**src/rtl/vibration_counter_bcd.sv**
```systemverilog
// vibration_counter_bcd: synchronised, hold-off filtered rising-edge
// counter on the vibration sensor line, with a packed BCD count.
module vibration_counter_bcd #(
  parameter int DIGITS      = 4,
  parameter int HOLDOFF     = 16,
  parameter int SAT_MODE    = 0,
  parameter int SYNC_STAGES = 2
) (
  input  logic                clk,
  input  logic                rst_n,
  input  logic                sensor_in,
  input  logic                en,
  input  logic                clr,
  output logic [4*DIGITS-1:0] count_out,
  output logic                event_pulse,
  output logic                overflow,
  output logic                busy
);

  localparam int          W       = 4 * DIGITS;
  localparam logic [15:0] HOLD_LD = 16'(HOLDOFF);

  logic [SYNC_STAGES-1:0] sync_q;
  logic [SYNC_STAGES-1:0] fill_q;
  logic                   s;
  logic                   prev;
  logic                   armed;
  logic                   primed;
  logic                   rise;
  logic                   accept;
  logic                   all9;
  logic                   carry;
  logic [15:0]            hold;
  logic [15:0]            hold_nxt;
  logic [W-1:0]           inc;

  assign s      = sync_q[SYNC_STAGES-1];
  assign primed = fill_q[SYNC_STAGES-1];
  assign rise   = s & ~prev;
  assign accept = rise & armed & en & (hold == '0) & ~clr;

  always_comb begin
    carry = 1'b1;
    all9  = 1'b1;
    inc   = count_out;
    for (int i = 0; i < DIGITS; i++) begin
      all9 = all9 & (count_out[4*i +: 4] == 4'd9);
      if (carry) begin
        if (count_out[4*i +: 4] == 4'd9) begin
          inc[4*i +: 4] = 4'd0;
        end else begin
          inc[4*i +: 4] = count_out[4*i +: 4] + 4'd1;
          carry         = 1'b0;
        end
      end
    end
  end

  always_comb begin
    hold_nxt = hold;
    if (clr)
      hold_nxt = '0;
    else if (accept)
      hold_nxt = HOLD_LD;
    else if (hold != '0)
      hold_nxt = hold - 16'd1;
  end

  // s is trusted for arming only once the chain holds real samples,
  // so a line already high at reset release never arms.
  always_ff @(posedge clk or negedge rst_n) begin
    if (!rst_n) begin
      sync_q      <= '0;
      fill_q      <= '0;
      prev        <= 1'b0;
      armed       <= 1'b0;
      hold        <= '0;
      busy        <= 1'b0;
      event_pulse <= 1'b0;
      count_out   <= '0;
      overflow    <= 1'b0;
    end else begin
      sync_q      <= {sync_q[SYNC_STAGES-2:0], sensor_in};
      fill_q      <= {fill_q[SYNC_STAGES-2:0], 1'b1};
      prev        <= s;
      armed       <= armed | (primed & ~s);
      hold        <= hold_nxt;
      busy        <= (hold_nxt != '0);
      event_pulse <= accept;
      if (clr) begin
        count_out <= '0;
        overflow  <= 1'b0;
      end else if (accept) begin
        if (all9)
          overflow <= 1'b1;
        if (!(all9 && SAT_MODE != 0))
          count_out <= inc;
      end
    end
  end

endmodule

```
**config.mk**
```make
export PLATFORM = sky130hd
export DESIGN_NAME = vibration_counter_bcd
export DESIGN_NICKNAME = d
export VERILOG_FILES = /design/src/rtl/vibration_counter_bcd.sv
export SDC_FILE = /design/constraint.sdc
export NUM_CORES = 1
export LEC_CHECK = 0
export ABC_AREA = 1
export CAP_MARGIN = 20
export CORE_ASPECT_RATIO = 0.7
export CORE_MARGIN = 5
export CORE_UTILIZATION = 25
export DETAILED_ROUTE_END_ITERATION = 16
export DONT_BUFFER_PORTS = 1
export GPL_TIMING_DRIVEN = 0
export PLACE_DENSITY = 0.4
export RECOVER_POWER = 100
export SLEW_MARGIN = 20
export SYNTH_ARGS = -nofsm -noshare
export SYNTH_HDL_FRONTEND = slang
export SYNTH_SLANG_ARGS = --single-unit
```
**constraint.sdc**
```tcl
create_clock -name clk -period 2.1 [get_ports clk]
set_clock_uncertainty 0.2 [all_clocks]
set_input_delay 0.42 -clock clk [delete_from_list [all_inputs] [get_ports clk]]
set_output_delay 0.42 -clock clk [all_outputs]
set_load 0.05 [all_outputs]
```
==> impl_metrics.env, run 1 <==
export IMPL_result_of_the_run="finished clean"
export IMPL_wire_length_of_the_first_global_routing_pass_mm=9.58
export IMPL_die_height_um=91.0
export IMPL_worstHoldPathCells=0
export IMPL_cts_root_buffer="sky130_fd_sc_hd__clkbuf_16"
export IMPL_grt_ovfl_total=0
export IMPL_syn_area_sq_um=2340
export IMPL_utilization_after_layout_pct=31.4
export IMPL_pin_count_of_the_biggest_net_entering_global_routing=42
export IMPL_netlist_top_cells_area="sky130_fd_sc_hd__dfrtp_1, sky130_fd_sc_hd__nand2_1, sky130_fd_sc_hd__inv_1"
export IMPL_drive_above_1_share_pct=19.8
export IMPL_critical_path_startpoint_type="flip-flop"
export IMPL_postSynth_asyncResetShare_pct=100
export IMPL_initial_antenna_violation_count=0
export IMPL_yosys_most_used_dff="sky130_fd_sc_hd__dfrtp_1"
export IMPL_worst_hold_startpoint="fill_q[0]"
export IMPL_num_vias=1848
export IMPL_leakage_power_nw=1.45
export IMPL_syn2layout_area_growth_pct=22.0
export IMPL_report_final_slew_viol_count=0
export IMPL_detailed_place_area_sq_um=2500
export IMPL_post_synth_top_area_fraction_pct=43.8
export IMPL_detailedRoute_firstPassIterationCount=4
export IMPL_antenna_cells_inserted=0
export IMPL_worstRegToRegCells=7
export IMPL_grt_usage_pct=10.5
export IMPL_r2r_start="count_out[5]"
export IMPL_slew_headroom_pct=57.6
export IMPL_worstPathRequired_ns=2.11
export IMPL_die_x_um=126
export IMPL_cts_htree_levels=2
export IMPL_num_rows=29
export IMPL_place_port_buffers=0
export IMPL_postRouteWirelength_mm=5.73
export IMPL_tightest_slew_ns=0.633
export IMPL_hold_end="fill_q[1]"
export IMPL_clk_insertion_delay_late_ns=0.28
export IMPL_worst_setup_path_type="reg -> reg"
export IMPL_synth_edf_count=0
export IMPL_unrepaired_setup_endpoints_after_global_routing="yes"
export IMPL_drt_antenna_violating_nets=0
export IMPL_wl_per_cell_um=13.3
export IMPL_yosysTopAreaCell="sky130_fd_sc_hd__dfrtp_1"
export IMPL_timing_setup_tns_ns=0
export IMPL_place_detailed_hpwl_mm=4.23
export IMPL_synth_most_common_cell="sky130_fd_sc_hd__nand2_1"
export IMPL_synth_yosys_warnings=0
export IMPL_syn_instance_count=295
export IMPL_starting_density_of_the_core_pct=25.7
export IMPL_irDropWorstVdd_uv=433
export IMPL_first_iter_violations=88
export IMPL_net_count_of_the_finished_layout=323
export IMPL_cts_clk_slew_worst_paths_ns=0.06
export IMPL_clk_sinks=41
export IMPL_hold_viol_final=0
export IMPL_worst_endpoint_arrival_ns=2.05
export IMPL_cts_root_to_sink_buffers=2
export IMPL_yosysUniqueCellTypes=35
export IMPL_critical_r2r_capture="count_out[15]"
export IMPL_synth_avg_cell_area_sq_um=7.94
export IMPL_fmax_mhz=491
export IMPL_first_global_vias=1780
export IMPL_postSynthRegisterBits=41
export IMPL_synth_common_cells="sky130_fd_sc_hd__nand2_1, sky130_fd_sc_hd__dfrtp_1, sky130_fd_sc_hd__inv_1"
export IMPL_placeableCoreArea_sq_um=9110
export IMPL_setup_viols_final=0
export IMPL_worstHoldPathType="reg -> reg"
export IMPL_finish_cell_count_without_fillers=432
export IMPL_die_area_sq_um=11400
export IMPL_path_max_fanout=4
export IMPL_endpoint_kind="flip-flop"
export IMPL_final_period_minus_worst_setup_slack_ns=2.04
export IMPL_powerDensity_nw_per_um2=1460
export IMPL_route_detailed_drc=0
export IMPL_drv_max_cap_violation_count=0
export IMPL_final_worst_path_cycle_share_pct=97.0
export IMPL_tritoncts="done"
export IMPL_place_inst=419
export IMPL_cts_buffer_count=5
export IMPL_boundaryPins=24
export IMPL_synthesis_nets=310
export IMPL_register_area_share_after_synthesis_pct=43.8
export IMPL_place_gp_congestion=0.787
export IMPL_ff2ff_setup_slack_ns=0.06
export IMPL_avg_vias_per_cell=4.28
export IMPL_finish_instance_area_sq_um=2860
[power breakdown]
| group | leakage (nW) | switching [mW] | internal [mW] | total, mW |
|---|---|---|---|---|
| Clock | 0.0797 | 0.307 | 0.552 | 0.858 |
| Sequential | 0.522 | 0.343 | 0.955 | 1.30 |
| Combinational | 0.846 | 1.29 | 0.715 | 2.01 |
[logic make-up (layout without fill, tap and decap cells)]
family | after synthesis | count (layout) | share of synthesized area [%]
and+or+nand+nor | 172 | 172 | 36.0
buffers and inverters | 43 | 56 | 7.00
DFF | 41 | 41 | 43.8
AOI/OAI and AO/OA | 22 | 22 | 5.40
adders and majority gates | 10 | 10 | 5.34
xor gates and xnor gates | 5 | 5 | 1.87
other | 1 | 1 | 0.160
muxes | 1 | 1 | 0.427
[per-layer routing]
metal / global-route usage [%] / wire (um)
met1: 15.9 / 3150
met4: 2.98 / 42
met5: 0 / 0
met2: 13.6 / 2220
met3: 4.05 / 318
[critical path: stages (launching register included)]
cell and delay, ns:
sky130_fd_sc_hd__dfrtp_2 0.53, sky130_fd_sc_hd__inv_2 0.13, sky130_fd_sc_hd__ha_4 0.13, sky130_fd_sc_hd__nand3_1 0.08, sky130_fd_sc_hd__or2_4 0.29, sky130_fd_sc_hd__nor3_4 0.30, sky130_fd_sc_hd__nand3_2 0.15, sky130_fd_sc_hd__o21ai_1 0.16
[metrics by stage]
step           hold slack [ns]  setup WS (ns)  total power [mW]
6_report                 0.146         0.0621              4.16
3_5_place_dp           -0.0734         -0.282              3.08
3_3_place_gp           -0.0735         -0.276              3.07
5_1_grt                  0.162        -0.0379              4.56
4_1_cts                  0.150        0.00624              4.06
2_1_floorplan          -0.0756         0.0107              2.68
[area by class of cell]
cell class                 count  area [sq um]
timing repair buffer           6          70.1
tap                          124           155
inverter                      40           150
fill                         982          6250
clock inverter                 2          35.0
clock buffer                   5           125
buffer                         3          20.0
sequential                    41          1030
multi-input combinational    211          1270
[registers in the layout, indices dropped and copies added (netlist names)]
signal / cells
event_pulse: 1
overflow: 1
fill_q: 2
busy: 1
sync_q: 2
armed: 1
count_out: 16
hold: 16
prev: 1
[repair_timing]
action                                  4_1_cts  5_1_grt
gates resized for setup                      12       26
pin swaps                                     1        7
endpoints found under the setup margin       14       12
hold buffers                                  3        0
setup buffers                                 0        3
endpoints found under the hold margin        42        0
cloned                                        0        0
[cell usage in the layout, fill, tap and decap left out, drive strengths merged, types with 3 or more instances in the layout]
cell,count
a21oi,3
buf,6
clkbuf,6
dfrtp,41
ha,10
inv,40
nand2,83
nand3,30
nand3b,7
nor2,42
nor3,4
o21ai,11
or2,3
xor2,5
[how the worst max path moves through the flow]
stage | from | endpoint | slack (ns)
2_1_floorplan | count_out[0] | count_out[12] | 0.01
3_3_place_gp | count_out[0] | count_out[12] | -0.28
3_5_place_dp | count_out[0] | count_out[12] | -0.28
4_1_cts | hold[0] | busy | 0.006
5_1_grt | count_out[1] | count_out[15] | -0.04
6_report | count_out[5] | count_out[15] | 0.06
(Power assumes the default switching activity.)
==> inputs of run 2 (changes only) <==
==> constraint.sdc (replaced) <==
create_clock -name clk -period 2.1 [get_ports clk]
set_clock_uncertainty 0.2 [all_clocks]
set_input_delay 0.105 -clock clk [delete_from_list [all_inputs] [get_ports clk]]
set_output_delay 0.105 -clock clk [all_outputs]
set_load 0.05 [all_outputs]
==> impl_metrics.env, run 2 (synthesis results as in run 1) <==
export IMPL_result_of_the_run="finished clean"
export IMPL_first_iter_violations=88
export IMPL_mostFrequentLayoutCells="sky130_fd_sc_hd__nand2_1, sky130_fd_sc_hd__inv_1, sky130_fd_sc_hd__dfrtp_1"
export IMPL_cts_clk_slew_worst_paths_ns=0.06
export IMPL_placeableCoreArea_sq_um=9110
export IMPL_final_period_minus_worst_setup_slack_ns=2.02
export IMPL_holdWs_ns=0.146
export IMPL_syn2layout_area_growth_pct=21.9
export IMPL_grt_usage_pct=10.5
export IMPL_report_final_slew_viol_count=0
export IMPL_finish_instance_area_sq_um=2860
export IMPL_setup_viols_final=0
export IMPL_slew_headroom_pct=29.4
export IMPL_num_vias=1864
export IMPL_drv_max_cap_violation_count=0
export IMPL_worstPathRequired_ns=2.11
export IMPL_path_max_fanout=4
export IMPL_place_gp_congestion=0.787
export IMPL_clk_sinks=41
export IMPL_timing_setup_tns_ns=0
export IMPL_first_global_vias=1786
export IMPL_cts_root_to_sink_buffers=2
export IMPL_tritoncts="done"
export IMPL_cts_buffer_count=5
export IMPL_tightest_slew_ns=1.06
export IMPL_net_count_of_the_finished_layout=325
export IMPL_die_area_sq_um=11400
export IMPL_clk_insertion_delay_late_ns=0.28
export IMPL_avg_vias_per_cell=4.29
export IMPL_drt_antenna_violating_nets=0
export IMPL_detailedRoute_firstPassIterationCount=4
export IMPL_fmax_mhz=494
export IMPL_route_detailed_drc=0
export IMPL_die_height_um=91.0
export IMPL_endpoint_kind="flip-flop"
export IMPL_hold_viol_final=0
export IMPL_place_port_buffers=0
export IMPL_final_worst_path_cycle_share_pct=96.3
export IMPL_p_total_mw=4.16
export IMPL_powerDensity_nw_per_um2=1460
export IMPL_postRouteWirelength_mm=5.78
export IMPL_worstHoldPathType="reg -> reg"
export IMPL_initial_antenna_violation_count=0
export IMPL_irDropWorstVdd_uv=431
export IMPL_starting_density_of_the_core_pct=25.7
export IMPL_num_rows=29
export IMPL_top_regs="count_out (16), hold (16)"
export IMPL_die_x_um=126
export IMPL_utilization_after_layout_pct=31.4
export IMPL_unrepaired_setup_endpoints_after_global_routing="yes"
export IMPL_place_detailed_hpwl_mm=4.23
export IMPL_critical_path_startpoint_type="flip-flop"
export IMPL_detailed_place_area_sq_um=2500
export IMPL_wire_length_of_the_first_global_routing_pass_mm=9.59
export IMPL_antenna_cells_inserted=0
export IMPL_wl_per_cell_um=13.3
export IMPL_worst_endpoint_arrival_ns=2.04
export IMPL_leakage_power_nw=1.45
export IMPL_pin_count_of_the_biggest_net_entering_global_routing=42
export IMPL_boundaryPins=24
export IMPL_drive_above_1_share_pct=19.7
export IMPL_cts_root_buffer="sky130_fd_sc_hd__clkbuf_16"
export IMPL_layout_cells_most_common="sky130_fd_sc_hd__nand2_1"
export IMPL_worst_setup_path_type="reg -> reg"
export IMPL_grt_ovfl_total=0
export IMPL_cts_htree_levels=2
## run 2: cell count changes in the layout (fill, tap and decap cells not counted)
cell	before	now
sky130_fd_sc_hd__buf_16	1	0
sky130_fd_sc_hd__clkbuf_1	1	0
sky130_fd_sc_hd__clkbuf_2	0	2
sky130_fd_sc_hd__dfrtp_1	34	35
sky130_fd_sc_hd__dfrtp_2	7	6
sky130_fd_sc_hd__dlygate4sd3_1	2	4
## run 2: final timing paths
path                                   start             to  slack, ns  cells past startpoint
worst max-delay path            count_out[5]  count_out[15]       0.08                      7
worst min-delay path               fill_q[0]      fill_q[1]       0.15                      0
worst max register to register  count_out[5]  count_out[15]       0.08                      7
worst min register to register     fill_q[0]      fill_q[1]       0.15                      0
max in group asynchronous              rst_n   count_out[1]       0.55                      2
min in group asynchronous              rst_n       hold[14]       0.41                      2
## run 2: what timing repair did
item                                   in CTS  in global routing
endpoints found under the hold margin      48                  0
resized for setup                          12                 27
setup endpoints to repair                  14                 12
setup buffers                               0                  3
hold buffers                                5                  0
pin swaps                                   1                  7
## run 2: final cells by class
type | count | area [sq um]
buffer | 3 | 21.3
clock inverter | 2 | 35.0
fill | 985 | 6250
clock buffer | 5 | 125
tap | 124 | 155
inverter | 40 | 150
sequential | 41 | 1030
multi-input combinational | 211 | 1270
timing repair buffer | 8 | 67.6
## run 2: report_power, final
group	switching (mW)	total [mW]	leakage [nW]	internal, mW
sequential	0.343	1.30	0.523	0.954
combinational	1.29	2.01	0.849	0.713
clock	0.307	0.858	0.0797	0.552
total	1.94	4.16	1.45	2.22
## run 2: critical path, cell delays in order, from the launching register on
cell                      delay (ns)
sky130_fd_sc_hd__dfrtp_2        0.53
sky130_fd_sc_hd__inv_2          0.13
sky130_fd_sc_hd__ha_4           0.13
sky130_fd_sc_hd__nand3_1        0.08
sky130_fd_sc_hd__or2_4          0.29
sky130_fd_sc_hd__nor3_4         0.30
sky130_fd_sc_hd__nand3_2        0.15
sky130_fd_sc_hd__o21ai_1        0.15
## run 2: metrics by stage
step / worst slack [ns] / cells
floorplan: 0.0107 / 295
global placement: -0.276 / 419
detailed placement: -0.282 / 419
CTS: 0.00624 / 431
global route: -0.0223 / 434
finish: 0.0772 / 434
## run 2: routing by layer
metal	track usage [%]	vias up	wire, um
met5	0	-	0
li1	-	958	-
met4	2.98	0	40
met2	13.7	29	2220
met3	4.05	4	331
met1	15.9	873	3200
